[src/rtl/c64_io_bus_interface.sv]
// -----------------------------------------------------------------------------
// c64_io_bus_interface
//
// Bridges the asynchronous C64 expansion-port I/O1 bus to the strobe interface
// of the on-chip register block. Bus signals are synchronised into the clk
// domain and PHI2 rising edges are detected. Accesses to a 16-byte window are
// decoded and turned into exactly one single-cycle read or write strobe per
// qualifying PHI2 cycle. Read data is driven back onto the bus until PHI2 falls.
//
// Ports
//   clk           core clock (>= 16x PHI2)
//   reset         asynchronous, active-low reset
//   phi2          C64 PHI2 clock (async)
//   io1_n         C64 I/O1 select, active-low (async)
//   rw            C64 R/W, 1 = read (async)
//   bus_a[7:0]    C64 address bus (async)
//   bus_d_in[7:0] C64 data bus as sampled (async)
//   bus_d_out     read data to drive onto the C64 data bus
//   bus_d_oe      data-bus output enable, active-high
//   a[3:0]        register address to the register block
//   d_d[7:0]      write data to the register block
//   d_q[7:0]      read data from the register block
//   read_strobe   single-cycle read request
//   write_strobe  single-cycle write request
//   busy          high while the FSM is not idle
// -----------------------------------------------------------------------------
module c64_io_bus_interface #(
    parameter int unsigned SYNC_STAGES = 2,
    parameter logic [3:0]  WINDOW_HI   = 4'h0,
    parameter int unsigned WRITE_DELAY = 24
) (
    input  logic       clk,
    input  logic       reset,
    input  logic       phi2,
    input  logic       io1_n,
    input  logic       rw,
    input  logic [7:0] bus_a,
    input  logic [7:0] bus_d_in,
    output logic [7:0] bus_d_out,
    output logic       bus_d_oe,
    output logic [3:0] a,
    output logic [7:0] d_d,
    input  logic [7:0] d_q,
    output logic       read_strobe,
    output logic       write_strobe,
    output logic       busy
);

    localparam int unsigned ADDR_W = 8;
    localparam int unsigned DATA_W = 8;
    localparam int unsigned SYNC_W = 3 + ADDR_W + DATA_W;
    localparam int unsigned CNT_W  = 8;

    // Count value seen in cycle T+WRITE_DELAY (counter is cleared for T+1).
    localparam logic [CNT_W-1:0] CAPTURE_AT = CNT_W'(WRITE_DELAY - 1);

    localparam logic [2:0] IDLE      = 3'd0;
    localparam logic [2:0] RD_STROBE = 3'd1;
    localparam logic [2:0] RD_WAIT   = 3'd2;
    localparam logic [2:0] RD_DRIVE  = 3'd3;
    localparam logic [2:0] WR_WAIT   = 3'd4;
    localparam logic [2:0] WR_STROBE = 3'd5;
    localparam logic [2:0] HOLD      = 3'd6;

    // Reject illegal parameterisations at elaboration.
    if (SYNC_STAGES < 2 || SYNC_STAGES > 3) begin : g_bad_sync
        $error("c64_io_bus_interface: SYNC_STAGES must be 2 or 3");
    end
    if (WRITE_DELAY < 1 || WRITE_DELAY > 255) begin : g_bad_delay
        $error("c64_io_bus_interface: WRITE_DELAY must be in 1..255");
    end

    // -------------------------------------------------------------------------
    // Input synchronisers: all async bus inputs share one shift chain.
    // -------------------------------------------------------------------------
    logic [SYNC_STAGES-1:0][SYNC_W-1:0] sync_q;
    logic [SYNC_W-1:0]                  sync_in;
    logic [SYNC_W-1:0]                  sync_out;

    assign sync_in  = {phi2, io1_n, rw, bus_a, bus_d_in};
    assign sync_out = sync_q[SYNC_STAGES-1];

    always_ff @(posedge clk or negedge reset) begin
        if (!reset) begin
            sync_q <= '0;
        end else begin
            sync_q <= {sync_q[SYNC_STAGES-2:0], sync_in};
        end
    end

    logic              phi2_s;
    logic              io1_n_s;
    logic              rw_s;
    logic [ADDR_W-1:0] bus_a_s;
    logic [DATA_W-1:0] bus_d_s;

    assign phi2_s  = sync_out[SYNC_W-1];
    assign io1_n_s = sync_out[SYNC_W-2];
    assign rw_s    = sync_out[SYNC_W-3];
    assign bus_a_s = sync_out[ADDR_W+DATA_W-1:DATA_W];
    assign bus_d_s = sync_out[DATA_W-1:0];

    // -------------------------------------------------------------------------
    // PHI2 rise detection on the synchronised copy.
    // -------------------------------------------------------------------------
    logic phi2_prev;
    logic phi2_rise_c;
    logic hit_c;

    assign phi2_rise_c = phi2_s && !phi2_prev;
    assign hit_c       = phi2_rise_c && !io1_n_s && (bus_a_s[7:4] == WINDOW_HI);

    // -------------------------------------------------------------------------
    // State and output registers.
    // -------------------------------------------------------------------------
    logic [2:0]        state;
    logic [2:0]        state_nxt;
    logic [CNT_W-1:0]  cnt;
    logic [CNT_W-1:0]  cnt_nxt;
    logic [3:0]        a_nxt;
    logic [DATA_W-1:0] d_d_nxt;
    logic [DATA_W-1:0] bus_d_out_nxt;
    logic              bus_d_oe_nxt;
    logic              read_strobe_nxt;
    logic              write_strobe_nxt;
    logic              busy_nxt;

    always_ff @(posedge clk or negedge reset) begin
        if (!reset) begin
            state        <= IDLE;
            phi2_prev    <= 1'b0;
            cnt          <= '0;
            a            <= '0;
            d_d          <= '0;
            bus_d_out    <= '0;
            bus_d_oe     <= 1'b0;
            read_strobe  <= 1'b0;
            write_strobe <= 1'b0;
            busy         <= 1'b0;
        end else begin
            state        <= state_nxt;
            phi2_prev    <= phi2_s;
            cnt          <= cnt_nxt;
            a            <= a_nxt;
            d_d          <= d_d_nxt;
            bus_d_out    <= bus_d_out_nxt;
            bus_d_oe     <= bus_d_oe_nxt;
            read_strobe  <= read_strobe_nxt;
            write_strobe <= write_strobe_nxt;
            busy         <= busy_nxt;
        end
    end

    // -------------------------------------------------------------------------
    // Next-state and next-output logic. Strobes, oe and busy are decoded from
    // the next state so their registered copies line up with the state itself.
    // -------------------------------------------------------------------------
    always_comb begin
        state_nxt     = state;
        cnt_nxt       = cnt;
        a_nxt         = a;
        d_d_nxt       = d_d;
        bus_d_out_nxt = bus_d_out;

        case (state)
            IDLE: begin
                // Only IDLE accepts a new PHI2 rise; direction and address are
                // frozen here and later bus activity cannot change them.
                if (hit_c) begin
                    a_nxt = bus_a_s[3:0];
                    if (rw_s) begin
                        state_nxt = RD_STROBE;
                    end else begin
                        state_nxt = WR_WAIT;
                        cnt_nxt   = '0;
                    end
                end
            end
            RD_STROBE: begin
                state_nxt = RD_WAIT;
            end
            RD_WAIT: begin
                bus_d_out_nxt = d_q;
                state_nxt     = RD_DRIVE;
            end
            RD_DRIVE: begin
                if (!phi2_s) begin
                    state_nxt = IDLE;
                end
            end
            WR_WAIT: begin
                // A PHI2 fall before capture aborts the write without a strobe.
                if (!phi2_s) begin
                    state_nxt = IDLE;
                end else if (cnt == CAPTURE_AT) begin
                    d_d_nxt   = bus_d_s;
                    state_nxt = WR_STROBE;
                end else begin
                    cnt_nxt = cnt + CNT_W'(1);
                end
            end
            WR_STROBE: begin
                state_nxt = HOLD;
            end
            HOLD: begin
                if (!phi2_s) begin
                    state_nxt = IDLE;
                end
            end
            default: begin
                state_nxt = IDLE;
            end
        endcase

        read_strobe_nxt  = (state_nxt == RD_STROBE);
        write_strobe_nxt = (state_nxt == WR_STROBE);
        bus_d_oe_nxt     = (state_nxt == RD_DRIVE);
        busy_nxt         = (state_nxt != IDLE);
    end

endmodule

[config.mk]
export PLATFORM = sky130hd
export DESIGN_NAME = c64_io_bus_interface
export DESIGN_NICKNAME = d
export VERILOG_FILES = /design/src/rtl/c64_io_bus_interface.sv
export SDC_FILE = /design/constraint.sdc
export NUM_CORES = 1
export LEC_CHECK = 0
export CORE_UTILIZATION = 38
export CTS_CLUSTER_DIAMETER = 120
export DETAILED_ROUTE_END_ITERATION = 12
export GPL_TIMING_DRIVEN = 1
export MAX_ROUTING_LAYER = met4
export PLACE_DENSITY_LB_ADDON = 0.1
export SYNTH_ARGS = -nofsm -noshare
export SYNTH_HDL_FRONTEND = slang
export SYNTH_SLANG_ARGS = --single-unit
[constraint.sdc]
create_clock -name clk -period 2.5 [get_ports clk]
set_clock_uncertainty 0.1 [all_clocks]
set_input_delay 0.5 -clock clk [delete_from_list [all_inputs] [get_ports clk]]
set_output_delay 0.5 -clock clk [all_outputs]
set_load 0.1 [all_outputs]
==> impl_metrics.tcl <==
set metrics [dict create \
    routedWlPerCell_um 13.6 \
    path_clk_slew_ps 80 \
    ir_drop_v 0.000992 \
    routed_wl_um 4020 \
    synth_area_leaders "dfrtp_1 (75%), mux2_2 (7.7%), mux2_4 (2.4%)" \
    grt_max_degree 75 \
    pin_count 53 \
    r2r-end "d_d[2]" \
    cts_max_level 3 \
    layout_worst_path_cycle_share_pct 86.9 \
    cts_setup_buffers 0 \
    cts_tree "yes" \
    min_path_type "input port to async pin" \
    rsz0062_at_grt "false" \
    r2r_setup_slack_ps 330 \
    fin_ws_ps 328 \
    p_per_area_nw_per_um2 1140 \
    initial_core_util_pct 39.3 \
    critPathMaxFanout 11 \
    ctsHoldBuffers 0 \
    ant_nets 0 \
    routabilityCongestion 0.725 \
    hold_viol_final 0 \
    synth.avg_cell_area_um2 16.3 \
    first_iter_violations 59 \
    die_height_um 82.8 \
    synth_nets 182 \
    n_antenna_cell 0 \
    max_freq_mhz 460 \
    yosys.area.top_type_share_pct 74.6 \
    total_power_uw 3780 \
    gr-total-overflow 0 \
    final_nets 244 \
    path_cells "or4b_1 -> nor3_1 -> nand2_1 -> mux2_2" \
    relSlewSlack_pct 40.5 \
    drv_cap 0 \
    first_global_vias 1480 \
    die_area_um2 6860 \
    syn2layout_area_growth_pct 33.6 \
    syn_area_um2 2480 \
    grt_pass1_wl_um 7180 \
    drcViolationCount 0 \
    cts_made_buffers 9 \
    clockRootBuffer "clkbuf_8" \
    drive_above_1_share_pct 32.0 \
    slowest_stage "or4b_1" \
    viasPerCell 4.65 \
    core-area_um2 6310 \
    num_rows 29 \
    portBuffers 52 \
    cp-start-kind "flip-flop" \
    yosysSeqAreaShare_pct 74.6 \
    path_class "flip-flop to flip-flop" \
    cp.arrival_ps 2290 \
    antenna_found_initial 0 \
    pre_cts_ws_ps 325 \
    place_hpwl_um 2760 \
    syn_inst 152 \
    dieWidth_um 82.8 \
    ctsResizeCount 0 \
    crit_start "cnt[3]" \
    via_count 1375 \
    drt_pre_antenna_iters 2 \
    grt_usage_pct 14.2 \
    min_period_ps 2170 \
    yosys.area.top_type "dfrtp_1" \
    ys.warnings.count 0 \
    finalMaxSlewViolations 0 \
    worstReg2RegStart "cnt[3]" \
    reg2reg_depth 4 \
    setup_viol 0 \
    clock_latency_ps 330 \
    status "finished clean" \
    leakagePower_uw 0.00154 \
    cts_buffer_depth 2 \
    setup_tns_ps 0 \
    synth_seq_cells 74 \
    clock_sinks 74 \
    worst_setup_path_end_kind "flip-flop" \
    critPathCapture "d_d[2]" \
    crit_required_ps 2620 \
    worstMarginPinSlew_ps 893 \
    cpPeakStageDelay_ps 590 \
    synth_cell_type_count 34 \
]
-- area by class of cell --
cell class,instances,area [µm²]
multi-input combinational,70,591
clock inverter,4,120
fill,538,3000
clock buffer,12,165
inverter,5,18.8
timing repair buffer,54,473
tap,77,96.3
sequential,74,1850
-- flip-flops by register name, summed over array words and instances (netlist names) --
register	count
cnt	8
sync_q	19
sync_out	19
phi2_prev	1
d_d	8
bus_d_out	8
a	4
bus_d_oe	1
read_strobe	1
busy	1
write_strobe	1
state	3
-- power breakdown --
| group | total, µW | internal (µW) | switching [µW] |
|---|---|---|---|
| Clock | 1260 | 846 | 415 |
| Combinational | 1110 | 295 | 811 |
| Sequential | 1420 | 1340 | 79.9 |
| Total | 3780 | 2480 | 1310 |
-- metal layers --
metal,vias to the layer above,GRT usage (%),wire [µm]
li1,652,-,-
met1,682,17.6,1830
met2,36,20.7,1940
met3,5,5.86,193
met4,0,5.64,52
met5,-,-,0
-- cells in the final DEF, fill, tap and decap left out, types with 2 or more instances in the layout --
master	instances
dfrtp_1	74
clkdlybuf4s50_1	27
buf_4	27
mux2_2	17
clkbuf_8	12
nor2_1	6
inv_1	5
o21ai_0	4
mux2_4	4
bufinv_16	4
nand3_1	3
nand2_1	3
nor3_1	3
xnor2_1	3
o21a_1	2
a21oi_1	2
or4b_1	2
xor2_1	2
nand3b_1	2
-- worst min-delay path by stage --
stage,depth (start not counted),to
after floorplan,0,a[0]
after global placement,0,sync_out[7]
after detailed placement,0,sync_out[14]
after CTS,1,cnt[1]
after global routing,1,cnt[2]
final,1,cnt[1]
-- cells by family after synthesis --
kind of cell,count (synthesis),synth area share [%]
flip-flops,74,74.6
adder cells (fa/ha/maj),1,0.504
AO/OA/AOI/OAI,11,2.77
multiplexers,21,10.1
AND/OR/NAND/NOR,32,8.62
XOR/XNOR,5,1.76
buffers and inverters,8,1.61
-- Yosys cell counts --
cell / count
or3b_1: 1
nor2_1: 6
nand2_1: 3
o31ai_1: 1
buf_2: 2
dfrtp_1: 74
or2_2: 1
and4bb_2: 1
inv_1: 5
nor4_2: 1
nand3b_1: 2
nor2_2: 1
or3_1: 1
buf_6: 1
nor4_1: 1
o21a_1: 2
or4_4: 1
or4b_1: 2
xor2_1: 2
o311ai_0: 1
or4_1: 1
o21ai_0: 4
nand4bb_1: 1
nand2b_1: 1
a21boi_0: 1
nand3_1: 3
mux2_4: 4
nand4_1: 1
mux2_2: 17
nor3_1: 3
a21oi_1: 2
or4b_4: 1
xnor2_1: 3
ha_1: 1
-- worst max-delay path: cells and delay by family, from the launching register on --
family	cells	cell delay [ps]
and+or+nand+nor	3	1160
DFF	1	430
muxes	1	360
-- per-stage QoR --
step,util (%),hold WS (ps),area (µm²),std cells
3_5_place_dp,48.0,235,3030,280
5_1_grt,52.5,257,3320,296
4_1_cts,52.5,212,3320,296
6_report,52.5,167,3320,296
2_1_floorplan,-,104,2480,152
3_3_place_gp,48.0,232,3030,280
No activity file was read; power rests on OpenSTA's default activity.
